--- src/rtl/streaming_argmax_accumulator.sv ---
// Streaming argmax accumulator: folds NUM_CHUNKS per-chunk (max, local index) results
// into one group-wide (max, global index) result, presented with a valid/ready handshake.
module streaming_argmax_accumulator #(
    parameter  int WIDTH      = 8,
    parameter  int NUM_CHUNKS = 4,
    localparam int IDX_WIDTH  = 4 + $clog2(NUM_CHUNKS)
) (
    input  logic                    clk,
    input  logic                    rst,
    input  logic                    clear,
    input  logic                    in_valid,
    output logic                    in_ready,
    input  logic signed [WIDTH-1:0] in_max,
    input  logic        [3:0]       in_argmax,
    output logic                    out_valid,
    input  logic                    out_ready,
    output logic signed [WIDTH-1:0] out_max,
    output logic [IDX_WIDTH-1:0]    out_argmax
);

    // A single-chunk group still needs a one-bit counter that simply stays at zero.
    localparam int CNT_W = (NUM_CHUNKS > 1) ? $clog2(NUM_CHUNKS) : 1;
    localparam logic [CNT_W-1:0] LAST_CNT = CNT_W'(NUM_CHUNKS - 1);

    typedef enum logic {
        ACCUM = 1'b0,
        DONE  = 1'b1
    } state_t;

    state_t                  state_q, state_d;
    logic [CNT_W-1:0]        cnt_q, cnt_d;
    logic signed [WIDTH-1:0] best_max_q, best_max_d;
    logic [IDX_WIDTH-1:0]    best_idx_q, best_idx_d;
    logic                    accept;

    function automatic logic [IDX_WIDTH-1:0] global_idx(
        input logic [CNT_W-1:0] chunk,
        input logic [3:0]       local_idx
    );
        return (IDX_WIDTH'(chunk) << 4) | IDX_WIDTH'(local_idx);
    endfunction

    function automatic logic beats_best(
        input logic signed [WIDTH-1:0] candidate,
        input logic signed [WIDTH-1:0] incumbent
    );
        // Strictly greater, so an equal value in a later chunk never displaces an earlier one.
        return candidate > incumbent;
    endfunction

    assign in_ready   = (state_q == ACCUM);
    assign out_valid  = (state_q == DONE);
    assign out_max    = best_max_q;
    assign out_argmax = best_idx_q;
    assign accept     = in_valid && (state_q == ACCUM);

    always_comb begin
        state_d    = state_q;
        cnt_d      = cnt_q;
        best_max_d = best_max_q;
        best_idx_d = best_idx_q;

        if (clear) begin
            state_d = ACCUM;
            cnt_d   = '0;
        end else begin
            case (state_q)
                ACCUM: begin
                    if (accept) begin
                        if (cnt_q == '0 || beats_best(in_max, best_max_q)) begin
                            best_max_d = in_max;
                            best_idx_d = global_idx(cnt_q, in_argmax);
                        end
                        if (cnt_q == LAST_CNT) begin
                            cnt_d   = '0;
                            state_d = DONE;
                        end else begin
                            cnt_d = cnt_q + CNT_W'(1);
                        end
                    end
                end
                DONE: begin
                    if (out_ready) begin
                        state_d = ACCUM;
                    end
                end
                default: begin
                    state_d = ACCUM;
                    cnt_d   = '0;
                end
            endcase
        end
    end

    // Result registers are cleared on reset so the outputs read zero before the first group.
    always_ff @(posedge clk) begin
        if (rst) begin
            state_q    <= ACCUM;
            cnt_q      <= '0;
            best_max_q <= '0;
            best_idx_q <= '0;
        end else begin
            state_q    <= state_d;
            cnt_q      <= cnt_d;
            best_max_q <= best_max_d;
            best_idx_q <= best_idx_d;
        end
    end

endmodule

--- config.mk ---
export PLATFORM = sky130hd
export DESIGN_NAME = streaming_argmax_accumulator
export DESIGN_NICKNAME = d
export VERILOG_FILES = /design/src/rtl/streaming_argmax_accumulator.sv
export SDC_FILE = /design/constraint.sdc
export NUM_CORES = 1
export LEC_CHECK = 0
export BUFFER_PORTS_ARGS = -buffer_cell sky130_fd_sc_hd__buf_2
export CORE_AREA = 8 8 60 62
export CTS_CLUSTER_DIAMETER = 150
export DETAILED_ROUTE_END_ITERATION = 10
export DIE_AREA = 0 0 68 70
export SYNTH_ARGS = -nofsm -noshare
export SYNTH_HDL_FRONTEND = slang
export SYNTH_SLANG_ARGS = --single-unit
--- constraint.sdc ---
create_clock -name clk -period 2.3 [get_ports clk]
set_input_delay 0.115 -clock clk [delete_from_list [all_inputs] [get_ports clk]]
set_output_delay 0.115 -clock clk [all_outputs]
set_load 0.01 [all_outputs]
==> flow_metrics.env, run 1 <==
export IMPL_p_comb_share_pct=24.3
export IMPL_holdBufCountCts=0
export IMPL_syn_avg_cell_area_um2=9.094
export IMPL_finalSetupViolCount=0
export IMPL_cts_tree="built"
export IMPL_worstSetupPathType="flip-flop to flip-flop"
export IMPL_cp_start_kind="flip-flop"
export IMPL_htree_levels=1
export IMPL_post_cts_setup_buffer_count=0
export IMPL_power_frac_clock_pct=24.8
export IMPL_switching_share_pct=28.76
export IMPL_hold_viol_final=0
export IMPL_grt_pass1_vias=802
export IMPL_worst_path_buf_inv=1
export IMPL_ios=33
export IMPL_clockBufferDepth=2
export IMPL_grt_util_met3_pct=2.871
export IMPL_rsz0062_at_grt="no"
export IMPL_die_y_um=70
export IMPL_path_max_fanout=14
export IMPL_wl_um=2039
export IMPL_fin_crit_ps=1943
export IMPL_track_usage_pct=8.495
export IMPL_p_per_area_nw_per_um2=521.8
export IMPL_start_util_pct=38.25
export IMPL_gp_congestion=0.6961
export IMPL_grt_max_degree=32
export IMPL_place_area_um2=1191
export IMPL_postRouteAntennaNets=0
export IMPL_hold_class="input pin to flip-flop"
export IMPL_relSlewSlack_pct=75.43
export IMPL_cts_made_buffers=3
export IMPL_r2r_cells=7
export IMPL_worstSetupEndpoint="out_argmax[1]$_SDFFE_PP0P_"
export IMPL_p_leak_nw=0.6186
export IMPL_reg2reg_to="out_argmax[1]$_SDFFE_PP0P_"
export IMPL_fin_tns_setup_ps=0
export IMPL_grt_overflow=0
export IMPL_max_freq_ghz=0.5147
export IMPL_use_met1_pct=9.576
export IMPL_skew_ps=8.868
export IMPL_diodes=0
export IMPL_critPathMaxStageDelay_ps=370
export IMPL_dp_hpwl_um=1673
export IMPL_wire_per_inst_um=11.65
export IMPL_rr_startpoint="out_max[7]$_SDFFE_PP0P_"
export IMPL_drtIter0Drc=25
export IMPL_avgViaCountPerCell=4.714
export IMPL_rrSetupSlack_ps=360
export IMPL_ys_seq_elements=17
export IMPL_fin_nets=172
export IMPL_grt_antenna_before_repair=0
export IMPL_ys_types=21
export IMPL_drive_above_1_share_pct=26.39
export IMPL_cts_sinks=17
export IMPL_die_w_um=68
export IMPL_fin_crit_sh_pct=84.47
export IMPL_p_switching_mw=0.1829
export IMPL_grtUsageMet2_pct=14.30
export IMPL_path_delay_family="multiplexers"
export IMPL_insertion_delay_ps=280
export IMPL_p_seq_share_pct=50.9
export IMPL_final_cell_area_um2=1219
export IMPL_slew_violations=0
export IMPL_first_pass_iters=3
export IMPL_worst_ep_required_time_ps=2510
export IMPL_ctsRootBufferMaster="clkbuf_4"
export IMPL_cts_resized=0
export IMPL_cp_cell_sequence="inv_1, ha_1, nand4_2, a2bb2oi_1, o21ai_0, mux2_4, mux2i_1"
export IMPL_max_slew_worst_pin_slew_ps=368.6
export IMPL_ys_warn_count=0
export IMPL_clk_pin_slew_worst_paths_ps=110
export IMPL_max_cap_viol_count=0
export IMPL_p_int_mw=0.4530
export IMPL_grt_pass1_wl_um=3277
export IMPL_ys_seq_area_share_pct=33.42
export IMPL_via_count=825
export IMPL_cp_arrival_ps=2150
export IMPL_grt_busiest_layer="met2"
export IMPL_synth_nets=139
export IMPL_vdd_ir_drop_worst_uv=299.0
export IMPL_critPathLaunch="out_max[7]$_SDFFE_PP0P_"
export IMPL_area_growth_pct=19.66
export IMPL_placement_io_buffers=32
export IMPL_drc=0
export IMPL_outcome="completed"
export IMPL_core_area_um2=2663
export IMPL_die_area_um2=4760
export IMPL_synth_cells=112
export IMPL_syn_area_um2=1018
export IMPL_slowest_stage="dfxtp_1"
export IMPL_crit_path_end_kind="flip-flop"
export IMPL_row_count=19
export IMPL_path_depth=7
==> layout by cell type, fill, tap and decap left out, types with 3 or more instances in the layout <==
master | synthesis | final
buf_2 | 0 | 32
nand2b_1 | 30 | 30
a21oi_1 | 5 | 5
dfxtp_1 | 17 | 17
inv_1 | 14 | 14
ha_1 | 10 | 10
nor3_1 | 4 | 4
clkbuf_4 | 0 | 3
mux2i_1 | 14 | 14
==> power by group through the flow <==
| stage | sequential (mW) | combinational, mW | clock, mW |
|---|---|---|---|
| final | 0.324 | 0.154 | 0.158 |
| after global routing | 0.327 | 0.173 | 0.179 |
| after detailed placement | 0.331 | 0.157 | 0 |
| after floorplan | 0.338 | 0.103 | 0 |
| after global placement | 0.330 | 0.155 | 0 |
| after CTS | 0.324 | 0.158 | 0.162 |
==> cell families (layout without fill, tap and decap cells) <==
| kind of cell | count (synthesis) | after routing | share of synthesized area [%] |
|---|---|---|---|
| compound gates | 12 | 12 | 7.371 |
| mux | 15 | 15 | 15.23 |
| simple gates | 40 | 40 | 23.96 |
| fa+ha+maj | 10 | 10 | 12.29 |
| flops | 17 | 17 | 33.42 |
| buf+inv | 18 | 50 | 7.739 |
==> layout make-up <==
cell class / instances / area [µm²]
Sequential cell: 17 / 340.3
Clock buffer: 3 / 22.52
Clock inverter: 1 / 5.005
Inverter: 14 / 52.55
Fill cell: 275 / 1444
Timing Repair Buffer: 32 / 160.2
Tap cell: 31 / 38.79
Multi-Input combinational cell: 77 / 599.3
==> cells in the mapped netlist <==
library cell  instances  share of area, %
nand4_1               1              0.61
o21ai_0               1              0.49
a21oi_1               5               2.5
o21a_1                1              0.74
nor3_1                4               2.0
mux2i_1              14                14
a31oi_1               1              0.61
nor2_1                2              0.74
nand4_2               1               1.2
mux2_4                1               1.5
clkbuf_1              3               1.1
ha_1                 10                12
dfxtp_1              17                33
nor2b_1               1              0.61
o21ai_1               1              0.49
inv_1                14               5.2
nand2b_1             30                18
nand2_1               1              0.37
o221ai_1              1              0.86
buf_8                 1               1.5
a2bb2oi_1             2               1.7
==> state kept, by name (all words and copies together) (netlist names) <==
register	count
out_max	8
out_valid	1
out_argmax	6
cnt_q	2
==> per-layer routing <==
metal | vias up | part of all wire, %
li1 | 436 | -
met4 | 0 | 0.69
met1 | 372 | 46
met5 | - | 0
met3 | 2 | 5.8
met2 | 15 | 48
==> how the worst min path moves through the flow <==
stage,startpoint,to,slack [ps],depth (start not counted)
6_report,clear,out_valid$_SDFF_PP0_,30,2
5_1_grt,clear,out_valid$_SDFF_PP0_,30,2
4_1_cts,clear,out_valid$_SDFF_PP0_,30,2
3_5_place_dp,clear,out_valid$_SDFF_PP0_,340,2
3_3_place_gp,clear,cnt_q[0]$_SDFFE_PP0P_,340,2
2_1_floorplan,clear,cnt_q[0]$_SDFFE_PP0P_,190,1
==> metrics by stage <==
stage	hold WS, ps	worst slack, ps	instances	utilization, %	power (mW)
3_5_place_dp	340.8	365.9	171	44.74	0.4887
3_3_place_gp	338.5	427.1	171	44.74	0.4851
2_1_floorplan	194.3	403.9	112	-	0.4415
5_1_grt	33.01	230.6	175	45.77	0.6790
6_report	33.76	357.1	175	45.77	0.6359
4_1_cts	32.21	337.8	175	45.77	0.6449
(Power assumes the default switching activity.)
==> run 2: changes to the inputs <==
Settings changed: ABC_AREA from default to 1, PLACE_DENSITY from default to 0.66.
Clock period 2.3 ns to 1.7 ns, I/O delays scaled along.
==> flow_metrics.env, run 2 <==
export IMPL_fin_crit_sh_pct=102.9
export IMPL_final_common_cell="buf_2"
export IMPL_row_count=19
export IMPL_clockBufferDepth=2
export IMPL_vdd_ir_drop_worst_uv=442.4
export IMPL_synthFlopType="dfxtp_1"
export IMPL_diodes=0
export IMPL_ios=33
export IMPL_start_util_pct=38.72
export IMPL_die_w_um=68
export IMPL_fillCellCount=264
export IMPL_netlist_top_cells_count="inv_1 (29), nand2_1 (24), nor2_1 (20), a21oi_1 (17), dfxtp_1 (17)"
export IMPL_cp_start_kind="flip-flop"
export IMPL_max_cap_viol_count=0
export IMPL_die_area_um2=4760
export IMPL_p_int_mw=0.6579
export IMPL_largest_reg_flops=8
export IMPL_setup_slack_ps=-48.49
export IMPL_violations="setup timing"
export IMPL_rsz0062_at_grt="yes"
export IMPL_yosys_area_top_type="dfxtp_1"
export IMPL_worst_ep_required_time_ps=1900
export IMPL_outcome="complete, but fails checks"
export IMPL_crit_path_end_kind="flip-flop"
export IMPL_grt_antenna_before_repair=0
export IMPL_cts_made_buffers=3
export IMPL_grt_pass1_vias=1003
export IMPL_synthAdderAreaFrac_pct=12.14
export IMPL_synth_compound_area_share_pct=10.80
export IMPL_fin_util_pct=54.28
export IMPL_finalSetupViolCount=13
export IMPL_async_reset_ff_share_pct=0
export IMPL_drc=0
export IMPL_wl_um=2826
export IMPL_synth_nets=175
export IMPL_cp_arrival_ps=1950
export IMPL_fin_nets=217
export IMPL_synth_xor_xnor_area_share_pct=0
export IMPL_core_area_um2=2663
export IMPL_die_y_um=70
export IMPL_yosysTopAreaCellShare_pct=33.01
export IMPL_rrSetupSlack_ps=-50
export IMPL_worstSetupPathType="flip-flop to flip-flop"
export IMPL_syn_area_um2=1031
export IMPL_avgViaCountPerCell=4.750
export IMPL_gp_congestion=0.8442
export IMPL_synth_top_family_by_area="simple AND/OR/NAND/NOR gates"
export IMPL_cts_tree="built"
export IMPL_ys_seq_area_share_pct=33.01
export IMPL_dp_hpwl_um=1818
export IMPL_hold_viol_final=0
export IMPL_area_growth_pct=40.17
export IMPL_p_switching_mw=0.3449
export IMPL_synthSimpleGateAreaFrac_pct=28.40
export IMPL_ctsRootBufferMaster="clkbuf_4"
export IMPL_path_max_fanout=7
export IMPL_grt_max_degree=29
export IMPL_via_count=1045
export IMPL_p_leak_nw=0.7336
export IMPL_switching_share_pct=34.39
export IMPL_wire_per_inst_um=12.85
export IMPL_fin_hold_ws_ps=54.79
export IMPL_drtIter0Drc=60
export IMPL_syn_avg_cell_area_um2=6.966
export IMPL_relSlewSlack_pct=67.11
export IMPL_ys_types=17
export IMPL_p_seq_share_pct=44.3
export IMPL_ys_seq_elements=17
export IMPL_synth_edf_count=0
export IMPL_critPathLaunch="out_max[7]$_SDFFE_PP0P_"
export IMPL_grt_pass1_wl_um=4188
export IMPL_synth_most_common_cell="inv_1"
export IMPL_synthMuxAreaShare_pct=0
export IMPL_placement_io_buffers=32
export IMPL_p_per_area_nw_per_um2=694.0
export IMPL_holdBufCountCts=0
export IMPL_p_comb_share_pct=33.2
export IMPL_hp_start="rst"
export IMPL_track_usage_pct=11.01
export IMPL_clk_pin_slew_worst_paths_ps=100
export IMPL_postRouteAntennaNets=0
export IMPL_ys_warn_count=0
export IMPL_fin_crit_ps=1748
export IMPL_hold_class="input pin to flip-flop"
export IMPL_drive_above_1_share_pct=43.92
export IMPL_htree_levels=1
export IMPL_rr_startpoint="out_max[7]$_SDFFE_PP0P_"
export IMPL_power_frac_clock_pct=22.6
export IMPL_synth_area_top_cells="dfxtp_1 (33%), ha_1 (12%), inv_1 (11%), nand2_1 (8.7%), a21oi_1 (8.3%)"
export IMPL_max_slew_worst_pin_slew_ps=492.8
export IMPL_max_freq_ghz=0.5719
export IMPL_grt_overflow=0
export IMPL_synth_cells=148
export IMPL_final_cell_mix="buf_2 (32), inv_1 (25), nand2_1 (20), nor2_1 (20), a21oi_1 (12)"
export IMPL_slew_violations=0
export IMPL_cts_sinks=17
export IMPL_first_pass_iters=6
export IMPL_post_cts_setup_buffer_count=0
export IMPL_skew_ps=1.381
export IMPL_insertion_delay_ps=300
==> run 2: changes by cell type after synthesis, sizes merged, moves of 2 or more <==
cell     before  now
nor2          2   23
a2bb2oi       2    0
mux2i        14    0
nand3         0   16
clkbuf        3    0
nand2b       30    0
inv          14   29
buf           1    5
a21oi         5   18
nand2         1   26
nor3          4    0
==> run 2: cells by family (layout without fill, tap and decap cells) <==
| group | after synthesis | count (layout) |
|---|---|---|
| AOI/OAI and AO/OA | 21 | 21 |
| DFF | 17 | 17 |
| buffers and inverters | 34 | 72 |
| adders and majority gates | 10 | 10 |
| and+or+nand+nor | 66 | 69 |
==> run 2: final cells by class <==
cell class	count	area (µm²)	area share, %
Tap cell	31	38.79	2.684
Multi-Input combinational cell	100	709.4	49.09
Clock buffer	4	26.28	1.818
Inverter	29	108.9	7.532
Timing Repair Buffer	39	212.7	14.72
Sequential cell	17	349.1	24.16
==> run 2: layer usage <==
metal / up-vias / global-route usage [%] / wire length [µm]
met5: - / 0 / 0
met4: 0 / 4.784 / 52
met3: 6 / 3.509 / 223
met2: 36 / 16.08 / 1290
met1: 457 / 14.21 / 1260
li1: 546 / - / -
==> run 2: stage by stage <==
step                TNS [ps]  setup WS, ps  power, mW  std cells  instance area [µm²]
floorplan                  0         45.27     0.6156        148                 1031
global placement           0         10.03     0.6888        213                 1230
detailed placement    -673.8        -62.18     0.6958        213                 1230
CTS                        0         3.501     0.9579        220                 1324
global route           -1957        -160.0      1.061        220                 1445
finish                -263.9        -48.49      1.003        220                 1445
==> run 2: power groups by stage <==
stage / Clock, mW / Sequential [mW] / Combinational, mW
after global placement: 0 / 0.448 / 0.241
final: 0.226 / 0.444 / 0.333
after detailed placement: 0 / 0.449 / 0.247
after global routing: 0.246 / 0.447 / 0.368
after floorplan: 0 / 0.462 / 0.154
after CTS: 0.232 / 0.441 / 0.286
==> run 2: critical path, cell delays in order (launching register included) <==
cell and delay, ps:
dfxtp_2 340, inv_1 60, ha_4 270, nand2_2 60
nor2_2 150, nand2_2 90, nand2_2 70, nand2_2 70
nand3_4 190, nand2_4 130, a21oi_1 170, nor2_1 60
==> run 2: path summary, 6_finish.rpt <==
kind,end,cells after the start
max reg2reg,out_max[5]$_SDFFE_PP0P_,11
min reg2reg,out_argmax[0]$_SDFFE_PP0P_,2
max,out_max[5]$_SDFFE_PP0P_,11
min,out_valid$_SDFF_PP0_,3
==> run 2: what timing repair did <==
item | CTS | global route
setup endpoints to repair | 14 | 14
cloned | 3 | 0
gates resized for setup | 7 | 28
hold endpoints to repair | 0 | 0
pin swaps | 5 | 8
